### config.mk
export PLATFORM = sky130hd
export DESIGN_NAME = demux32_1x32_wb
export DESIGN_NICKNAME = d
export VERILOG_FILES = /design/src/rtl/demux32_1x32_wb.sv
export SDC_FILE = /design/constraint.sdc
export NUM_CORES = 1
export LEC_CHECK = 0
export CAP_MARGIN = 20
export CELL_PAD_IN_SITES_DETAIL_PLACEMENT = 1
export CELL_PAD_IN_SITES_GLOBAL_PLACEMENT = 1
export CORE_AREA = 2 2 434 436
export DETAILED_ROUTE_END_ITERATION = 12
export DIE_AREA = 0 0 436 438
export PLACE_DENSITY_LB_ADDON = 0.1
export RECOVER_POWER = 25
export SYNTH_ARGS = -nofsm -noshare
export SYNTH_HDL_FRONTEND = slang
export SYNTH_SLANG_ARGS = --single-unit
### constraint.sdc
create_clock -name clk -period 3.5 [get_ports clk]
set_input_delay 1.05 -clock clk [delete_from_list [all_inputs] [get_ports clk]]
set_output_delay 1.05 -clock clk [all_outputs]
set_load 0.01 [all_outputs]
### src/rtl/demux32_1x32_wb.sv
// -----------------------------------------------------------------------------
// demux32_1x32_wb
//
// Registered 1-to-32 word distributor on the register-bank write-back path.
// A 32-bit word is steered into one of 32 held 32-bit entries. Four kinds of
// update are supported:
//   - single write to one entry,
//   - burst write with auto-incrementing destination (wraps 31 -> 0),
//   - broadcast write to every entry,
//   - a 32-cycle clear sweep that zeroes entries 0..31 in order.
// A one-hot write strobe reports which entries changed on the previous edge.
//
// Handshake: a beat transfers on a rising clk edge where valid && ready.
//   ready is combinational. In IDLE it is !clr, so a clear request wins over
//   a simultaneous beat. In BURST it is 1. In CLEAR it is 0. valid may be
//   dropped at any time; a burst simply waits for the next valid beat.
//
// Parameters
//   ZERO_R0   : 1 -> entry 0 is hard-wired to zero and stb[0] never asserts.
//
// Ports
//   clk       : clock, rising edge
//   rst_n     : asynchronous active-low reset
//   d         : write data
//   s         : destination index / burst start index
//   mode      : 00 single, 01 burst, 10 broadcast, 11 single
//   len       : burst length, 0 means 32
//   valid     : beat offered
//   clr       : clear-sweep request, level-sampled in IDLE
//   ready     : beat accepted on an edge where valid && ready
//   y         : held entries, entry k at y[32k+31:32k]
//   stb       : registered write strobe for the entries updated last edge
//   last      : one-cycle pulse after the final burst beat or clear step
//   busy      : block is not in IDLE
//   dbg_state : current FSM state (0 IDLE, 1 BURST, 2 CLEAR)
// -----------------------------------------------------------------------------
module demux32_1x32_wb #(
  parameter bit ZERO_R0 = 1'b1
) (
  input  logic          clk,
  input  logic          rst_n,
  input  logic [31:0]   d,
  input  logic [4:0]    s,
  input  logic [1:0]    mode,
  input  logic [4:0]    len,
  input  logic          valid,
  input  logic          clr,
  output logic          ready,
  output logic [1023:0] y,
  output logic [31:0]   stb,
  output logic          last,
  output logic          busy,
  output logic [1:0]    dbg_state
);

  typedef enum logic [1:0] {
    ST_IDLE  = 2'd0,
    ST_BURST = 2'd1,
    ST_CLEAR = 2'd2
  } state_t;

  state_t             state, state_d;
  logic [4:0]         ptr, ptr_d;
  logic [4:0]         rem, rem_d;
  logic [31:0][31:0]  ent;
  logic [31:0]        wmask;
  logic [31:0]        wdata;
  logic               last_d;

  // ---------------------------------------------------------------------------
  // Next-state, write mask and handshake
  // ---------------------------------------------------------------------------
  always_comb begin
    state_d = state;
    ptr_d   = ptr;
    rem_d   = rem;
    wmask   = '0;
    wdata   = d;
    last_d  = 1'b0;
    ready   = 1'b0;

    case (state)
      ST_IDLE: begin
        ready = !clr;
        if (clr) begin
          state_d = ST_CLEAR;
          ptr_d   = 5'd0;
        end else if (valid) begin
          case (mode)
            2'b10: wmask = '1;
            2'b01: begin
              wmask = 32'd1 << s;
              if (len == 5'd1) begin
                last_d = 1'b1;
              end else begin
                // len == 0 encodes 32 beats; 5-bit wrap of len-1 yields 31.
                ptr_d   = s + 5'd1;
                rem_d   = len - 5'd1;
                state_d = ST_BURST;
              end
            end
            default: wmask = 32'd1 << s;  // 00 and reserved 11
          endcase
        end
      end

      ST_BURST: begin
        ready = 1'b1;
        if (valid) begin
          wmask = 32'd1 << ptr;
          ptr_d = ptr + 5'd1;
          rem_d = rem - 5'd1;
          if (rem == 5'd1) begin
            last_d  = 1'b1;
            state_d = ST_IDLE;
          end
        end
      end

      ST_CLEAR: begin
        wmask = 32'd1 << ptr;
        wdata = '0;
        ptr_d = ptr + 5'd1;
        if (ptr == 5'd31) begin
          last_d  = 1'b1;
          state_d = ST_IDLE;
        end
      end

      default: state_d = ST_IDLE;
    endcase

    // Entry 0 is constant zero when hard-wired; masking here also keeps
    // its strobe bit low for every kind of update.
    if (ZERO_R0) wmask[0] = 1'b0;
  end

  // ---------------------------------------------------------------------------
  // State and entry registers
  // ---------------------------------------------------------------------------
  always_ff @(posedge clk or negedge rst_n) begin
    if (!rst_n) begin
      state <= ST_IDLE;
      ptr   <= 5'd0;
      rem   <= 5'd0;
      ent   <= '0;
      stb   <= '0;
      last  <= 1'b0;
    end else begin
      state <= state_d;
      ptr   <= ptr_d;
      rem   <= rem_d;
      stb   <= wmask;
      last  <= last_d;
      for (int k = 0; k < 32; k++) begin
        if (wmask[k]) ent[k] <= wdata;
      end
    end
  end

  assign y         = ent;
  assign busy      = (state != ST_IDLE);
  assign dbg_state = state;

endmodule

# ---- After elaboration in Yosys (flattened, before gate mapping)
# Index checks and enable logic that the tools add are counted.
dict set report totals {
  word_cells 102
  in_bits 48
  regBits 1036
  output_inout_bits 1061
}
dict set report classes {
  muxes 35
  eq_ne 17
  n_reduce_logical 8
  shift 2
  add_sub_neg 4
}
# op n
set op_table {}
lappend op_table {{$mux 32} 5}
lappend op_table {{$pmux 32 s3} 1}
lappend op_table {{$shl 1x5->32 const A} 2}
lappend op_table {{$mux 5} 10}
lappend op_table {{$pmux 5 s3} 1}
lappend op_table {{$mux 2} 7}
lappend op_table {{$ne 2x2->1 const B} 6}
lappend op_table {{$reduce_and 6->1} 2}
lappend op_table {{$add 5x1->5 const B} 2}
lappend op_table {{$eq 5x1->1 const B} 2}
lappend op_table {{$pmux 5 s2} 1}
lappend op_table {{$sub 5x1->5 const B} 2}
lappend op_table {{$mux 1} 7}
lappend op_table {{$ne 3x3->1 const B} 2}
lappend op_table {{$pmux 2 s3} 1}
lappend op_table {{$eq 5x5->1 const B} 1}
lappend op_table {{$reduce_and 5->1} 1}
lappend op_table {{$eq 2x1->1 const B} 2}
lappend op_table {{$eq 2x2->1 const B} 2}
lappend op_table {{$reduce_bool 2->1} 2}
lappend op_table {{$ne 3x2->1 const B} 1}
lappend op_table {{$pmux 1 s3} 1}
lappend op_table {{$reduce_bool 3->1} 1}
lappend op_table {{$logic_not 2->1} 1}
lappend op_table {{3 further kinds} 3}

# ---- Depth between registers and ports, before layout
dict set report depth {
  ltp_word 6
  depth_mapped 9
  depth_no_buf 6
}

# ---- Worst setup path before layout
# Ideal clock, no wire load.
dict set report synth_timing {
  path_kind {input-to-reg}
  from {in s[0]}
  to {reg ent, in the netlist y[246]}
  n_path_buf 1
  slack_ns 0.760
  setup_time_ns 0.125
  t_arrival_ns 2.615
  path_stages 7
  required_ns 3.375
  path_cell_list {ha_1 -> ha_1 -> or3b_2 -> a21oi_1 -> a31oi_4 -> buf_2 -> mux2_2}
}
dict set report synth_via {
  elab_chain_len 5
}
# item line_no
set synth_lines {}
lappend synth_lines {{start, declared} 43} ;# input logic [4:0] s,
lappend synth_lines {{$shl 1x5->32} {92, 102}}
lappend synth_lines {{$mux 32} -}
lappend synth_lines {{$mux 32} 88} ;# end else if (valid) begin
lappend synth_lines {{$mux 32} 85} ;# if (clr) begin
lappend synth_lines {{$pmux 32 s3} 82} ;# case (state)
lappend synth_lines {{end signal, assigned by index} 156} ;# if (wmask[k]) ent[k] <= wdata;
lappend synth_lines {{end, declared} 65} ;# logic [31:0][31:0] ent;
# No other way between the ends.
# A chain may end at the register's enable or synchronous reset.

# ---- Worst setup path in the final report
dict set report layout_timing {
  from {in clr}
  to {out ready}
}
dict set report layout_via {
  elab_chain_len 2
}
# item line_no
set layout_lines {}
lappend layout_lines {{start, declared} 47} ;# input logic clr,
lappend layout_lines {{$logic_not 1->1} 84} ;# ready = !clr;
lappend layout_lines {{$pmux 1 s2} 82}
lappend layout_lines {{end, declared} 48} ;# output logic ready,
# No other way between the ends.

==> results.json <==
{
  "status": "complete, but fails checks",
  "violations": "max-capacitance violations, max-slew violations",
  "dpl.hpwl_um": 130900,
  "drc_errors": 0,
  "postLayoutCoreUtil_pct": 32.30,
  "ir_drop_uv": 492.0,
  "cts_buffer_depth": 3,
  "drt_iter0_markers": 945,
  "critPathTopFamily": "buffers and inverters",
  "tightestPinTransition_ns": 2.569,
  "postSynthAreaPerCell_um2": 16.03,
  "grt_first_pass_wirelength_um": 250000,
  "clk_pin_slew_ns": 0.06,
  "insertion_delay_ns": 0.80,
  "worstPathMaxFanout": 2,
  "p_per_area_mw_per_mm2": 1019,
  "io_buffers": 1075,
  "max_freq_mhz": 301.4,
  "pin_count": 1109,
  "holdBufCountCts": 0,
  "crit_buf_inv": 2,
  "ant_nets": 0,
  "cts_tree": "done",
  "critPathKind": "primary input to primary output",
  "grt_max_degree": 116,
  "die_h_um": 438,
  "htree_levels": 4,
  "drive_above_1_share_pct": 26.55,
  "die_area_mm2": 0.1910,
  "cts_sinks": 1036,
  "arrival_ns": 2.27,
  "fin_ws_ns": 0.1821,
  "max_stage_delay_ns": 0.48,
  "cp_slowest_cell": "clkdlybuf4s50_1",
  "cp-start-kind": "primary input",
  "synth_area_mm2": 0.04099,
  "setup_viol": 0,
  "cts_made_buffers": 133,
  "skew_ns": 0.02609,
  "synthCells": 2557,
  "timing_max_transition_violations_final": 25,
  "ys_seq_elements": 1036,
  "yosysTopAreaCell": "dfrtp_1",
  "hold_path_class": "flop to flop",
  "grt-ovfl-total": 0,
  "cp.required_ns": 2.45,
  "drt_pass1_iterations": 5,
  "layout.nets": 3784,
  "fin_crit_sh_pct": 94.80,
  "vias_per_cell": 4.186,
  "synth_edf_count": 0,
  "wire_per_inst_um": 28.93,
  "initial_core_util_pct": 21.96,
  "setup_tns_ns": 0,
  "hold_viol": 0,
  "fillers": 19610,
  "cap_violations": 1,
  "vias": 26420,
  "power_mw": 61.40,
  "ys.flop_type": "dfrtp_1",
  "async_flop_share_pct": 100.0,
  "dp_slack_ns": -0.1639,
  "setup.worst_path.end_class": "primary output",
  "relSlewSlack_pct": -71.25,
  "synth_seq_area_share_pct": 63.25,
  "dp.cells": 6073,
  "fin_cells": 6310,
  "fin_crit_ns": 3.318,
  "antenna_found_initial": 20,
  "core.rowCount": 159,
  "area_growth_pct": 47.08,
  "grt_setup_unrepaired": "no",
  "synth_area_leaders": "dfrtp_1, mux2_2, mux2_1",
  "yosys.cell_types.count": 66,
  "root_buffer": "clkbuf_16",
  "wl_um": 182600,
  "leakage_nw": 26.35,
  "core_area_mm2": 0.1866,
  "yosysWarningCount": 0,
  "grt_pass1_vias": 28510,
  "grt_util_all_layers_pct": 18.84,
  "crit_chain": "clkdlybuf4s50_1 -> and2b_4 -> or2_2 -> dlygate4sd2_1",
  "die_x_um": 436,
  "synth_top_area_share_pct": 63.25,
  "gp_congestion": 0.7460
}
-- layout by cell type (no fill, tap or decap), drive strengths merged, types with 7 or more instances in the layout --
cell type	n
a21oi	12
a22oi	8
a31oi	15
buf	147
clkbuf	219
clkdlybuf4s50	1073
clkinv	16
conb	33
dfrtp	1036
diode	7
ha	21
inv	41
mux2	994
nand2	17
nand2b	9
nand3	8
nor2	7
nor2b	43
nor3	8
o21ai	15
o22ai	11
-- per-layer routing --
layer  part of all wire, %  vias up  GRT usage (%)
li1                      -    11140              -
met1                    39    14170          21.42
met2                    50      865          32.31
met3                   7.7      236          6.660
met4                   4.0        4          7.194
met5                 0.012        -              0
-- report_power, final --
| part | internal, mW | leakage, nW | switching, mW |
|---|---|---|---|
| logic | 14.3 | 11.3 | 12.7 |
| registers | 17.6 | 12.9 | 2.93 |
| clock network | 8.28 | 2.14 | 5.55 |
| total | 40.2 | 26.4 | 21.2 |
-- state kept, by name (all words and copies together) (netlist names) --
signal and cells:
y 992, stb 31, ptr 5, rem 5, dbg_state 2, last 1
-- repair_timing --
| action | in CTS | in global routing |
|---|---|---|
| endpoints found under the hold margin | 0 | 0 |
| buffers inserted | 2 | 0 |
| gates resized for setup | 5 | 0 |
| setup endpoints to repair | 2 | 0 |
-- cell families after synthesis --
kind of cell / synth area share (%)
muxes: 27.70
DFF: 63.25
AOI/OAI and AO/OA: 2.277
other: 0.009150
buffers and inverters: 4.207
and+or+nand+nor: 1.829
adders and majority gates: 0.6411
xor gates and xnor gates: 0.08549
-- worst paths after layout --
kind / start / end / slack [ns] / cells after the start
worst min register to register: y[159]$_DFFE_PN0P_ / y[159]$_DFFE_PN0P_ / 0.48 / 1
worst min-delay path: y[159]$_DFFE_PN0P_ / y[159]$_DFFE_PN0P_ / 0.48 / 1
worst max register to register: dbg_state[1]$_DFFE_PN0P_ / y[943]$_DFFE_PN0P_ / 0.78 / 7
worst max-delay path: clr / ready / 0.18 / 4
min in group asynchronous: rst_n / y[167]$_DFFE_PN0P_ / 1.24 / 1
max in group asynchronous: rst_n / y[57]$_DFFE_PN0P_ / 0.38 / 2
-- Yosys cell counts, types with 4 or more instances --
cell type	instances
buf_4	87
o22ai_2	10
inv_1	35
nor3_1	5
and3_1	4
dfrtp_1	1036
nand2b_1	9
buf_6	31
nand3b_1	4
a21oi_1	12
o21ai_0	14
nor2b_1	43
nand2_1	17
clkbuf_1	104
ha_1	21
a22oi_4	8
a31oi_1	14
mux2_2	544
mux2_4	29
a2bb2oi_4	4
nand3_1	8
buf_12	4
mux2_1	421
nand4_1	4
buf_2	24
mux2i_1	5
nor2_1	6
-- through the flow --
stage	instance area [um^2]	hold WS [ns]
2_1_floorplan	41110	0.5104
3_3_place_gp	55990	0.4668
3_5_place_dp	55990	0.4737
4_1_cts	60370	0.1838
5_1_grt	60270	0.4944
6_report	60280	0.4813
-- final cells by class --
| class | count | area (um^2) | area share [%] |
|---|---|---|---|
| multi-input combinational | 1268 | 13770 | 22.84 |
| tap | 2495 | 3122 | 5.178 |
| clock inverter | 28 | 361.6 | 0.5998 |
| sequential | 1036 | 25930 | 43.01 |
| antenna | 7 | 17.52 | 0.02906 |
| inverter | 35 | 131.4 | 0.2179 |
| clock buffer | 200 | 3986 | 6.613 |
| timing repair buffer | 1241 | 12970 | 21.52 |
(Power assumes the default switching activity.)
==> patch (config.mk and constraints unchanged) <==
Change the parameter `ZERO_R0` from 1'b1 to 1'b0.
--- a/src/rtl/demux32_1x32_wb.sv
+++ b/src/rtl/demux32_1x32_wb.sv
@@ -35,7 +35,7 @@
 //   dbg_state : current FSM state (0 IDLE, 1 BURST, 2 CLEAR)
 // -----------------------------------------------------------------------------
 module demux32_1x32_wb #(
-  parameter bit ZERO_R0 = 1'b1
+  parameter bit ZERO_R0 = 1'b0
 ) (
   input  logic          clk,
   input  logic          rst_n,
Behaviour: not the same (Yosys sat finds a counterexample within 4 cycles, from zero or initial values and one cycle with rst_n low).
==> patch against the original RTL <==
The run still ends with capacitance limit, slew limit left. Die area did not move. Synthesized area rose by 0.60%. Non-clock buffer count rose by 39. Sequential cell count rose by 33. Highest routed layer unchanged. Final cell count rose by 1.1%. Largest cell class unchanged. Clock skew rose by 0.0054 ns. Setup slack got worse by 0.016 ns. Wire length rose by 2.1%. Final area rose by 2.0%. First-iteration DRC count rose by 12%. Power rose by 3.2%.
==> patch: results (changes against the original RTL) <==
outcome -> finished, violations left (unchanged)
failing checks -> capacitance limit, slew limit (unchanged)
first-pass GRT wire length -> 255000 µm (was 250000 µm)
nonclk buf count -> 1280 (was 1241)
Tot GR Track Use -> 0.192 (was 0.188)
clk_buf instances -> 210 (was 200)
H-tree depth -> 4 (unchanged)
CP peak stage delay -> 0.52 ns (was 0.48 ns)
GP Congestion -> 0.769 (was 0.746)
post-synthesis mux area share -> 0.281 (was 0.277)
max_cap viols -> 4 (was 1)
pin count of the biggest net entering global routing -> 61 (was 116)
Synth Area in Adders -> 0.00637 (was 0.00641)
Routed WL -> 186000 µm (was 183000 µm)
#FFs+latches synth -> 1069 (was 1036)
vias per inst -> 4.23 (was 4.19)
library cells used by synthesis -> 49 (was 66)
multi-input gates -> 1253 (was 1268)
Non-clk invs -> 37 (was 35)
Peak supply drop -> 0.000385 V (was 0.000492 V)
diode count -> 13 (was 7)
clk_skew -> 0.0315 ns (was 0.0261 ns)
buffer share of cell area -> 0.216 (was 0.215)
number of global-route vias before repair -> 28856 (was 28514)
register area share after synthesis -> 0.649 (was 0.633)
hpwl dp -> 132000 µm (was 131000 µm)
Final #Nets -> 3847 (was 3784)
initial DRC count -> 1062 (was 945)
Synth Area in Compound Gates -> 0.0174 (was 0.0228)
Mapped Cells -> 2586 (was 2557)
register share of the cell area -> 0.435 (was 0.430)
worst hold start -> y[123] (was y[159])
CTS Buf Count -> 137 (was 133)
crit-path max FO -> 6 (was 2)
multi-input combinational area share -> 0.222 (was 0.228)
Pre-antenna DRT Iters -> 4 (was 5)
WS Path Type -> reg -> out (was in -> out)
Pint -> 41.6 mW (was 40.2 mW)
fin cells -> 6382 (was 6310)
leak pwr -> 26.5 nW (was 26.4 nW)
max FFs per register -> 1024 (was 992)
commonest cells in the synthesized netlist -> 1069 x dfrtp_1, 1025 x mux2_2, 104 x clkbuf_1 (was 1036 x dfrtp_1, 544 x mux2_2, 421 x mux2_1)
number of antenna violations at the first check in global routing -> 22 (was 20)
PortBufs -> 1108 (was 1075)
share of cells above drive strength 1 -> 0.375 (was 0.265)
Slew Limit Fails -> 175 (was 25)
FILL cells -> 19632 (was 19611)
Slew Limit Headroom -> -0.0772 (was -0.712)
Clock Network Area Fraction -> 0.0729 (was 0.0721)
top post-synthesis cells by area -> dfrtp_1 65%, mux2_2 28%, buf_2 1.1%, clkbuf_1 0.95%, buf_4 0.64% (was dfrtp_1 63%, mux2_2 15%, mux2_1 12%, buf_4 1.6%, mux2_4 1.1%)
XOR/XNOR Fraction of Synth Area -> 0.00106 (was 0.000855)
hold crit path type -> reg -> reg (unchanged)
Post-Place Cells -> 6134 (was 6073)
-- patch: cell types whose count changed after synthesis, moves of 29 or more --
| cell | delta |
|---|---|
| dfrtp_1 | +33 |
| mux2_1 | -420 |
| buf_4 | -52 |
| buf_6 | -30 |
| mux2_2 | +481 |
| mux2_4 | -29 |
| buf_2 | +63 |
-- patch: power groups by stage --
stage	combinational [mW]	sequential (mW)	clock [mW]
2_1_floorplan	7.27	23.8	0
3_3_place_gp	28.7	21.1	0
3_5_place_dp	28.8	21.3	0
4_1_cts	28.9	21.1	14.7
5_1_grt	29.6	21.9	15.1
6_report	28.2	21.1	14.1
-- patch: cell families after synthesis --
group / Yosys count
AO/OA/AOI/OAI: 91
buffers and inverters: 264
AND/OR/NAND/NOR: 105
adder cells (fa/ha/maj): 21
multiplexers: 1031
flip-flops: 1069
XOR/XNOR: 5
-- patch: repair_timing --
action | 4_1_cts | 5_1_grt
setup buffers | 0 | 0
gates resized for setup | 5 | 0
setup endpoints to repair | 2 | 0
-- patch: routing by layer --
layer	GRT usage	wire [µm]
met1	0.218	72000
met5	0	11
met2	0.323	91200
met4	0.0953	9520
met3	0.0639	13700
-- patch: worst paths after layout --
path	slack, ns	to	depth (start not counted)
worst max-delay path	0.17	ready	5
worst min-delay path	0.49	y[123]	1
worst max register to register	0.81	y[296]	8
worst min register to register	0.49	y[123]	1
max in group asynchronous	0.34	y[861]	3
min in group asynchronous	0.64	y[52]	1
-- patch: per-stage QoR --
stage | area, µm² | util | worst slack (ns) | power, mW
after floorplan | 41200 | - | 0.914 | 31.1
after global placement | 57200 | 0.306 | 0.0538 | 49.8
after detailed placement | 57200 | 0.306 | 0.0555 | 50.1
after CTS | 61700 | 0.330 | 0.0362 | 64.8
after global routing | 61500 | 0.329 | 0.00121 | 66.6
final | 61500 | 0.329 | 0.166 | 63.4
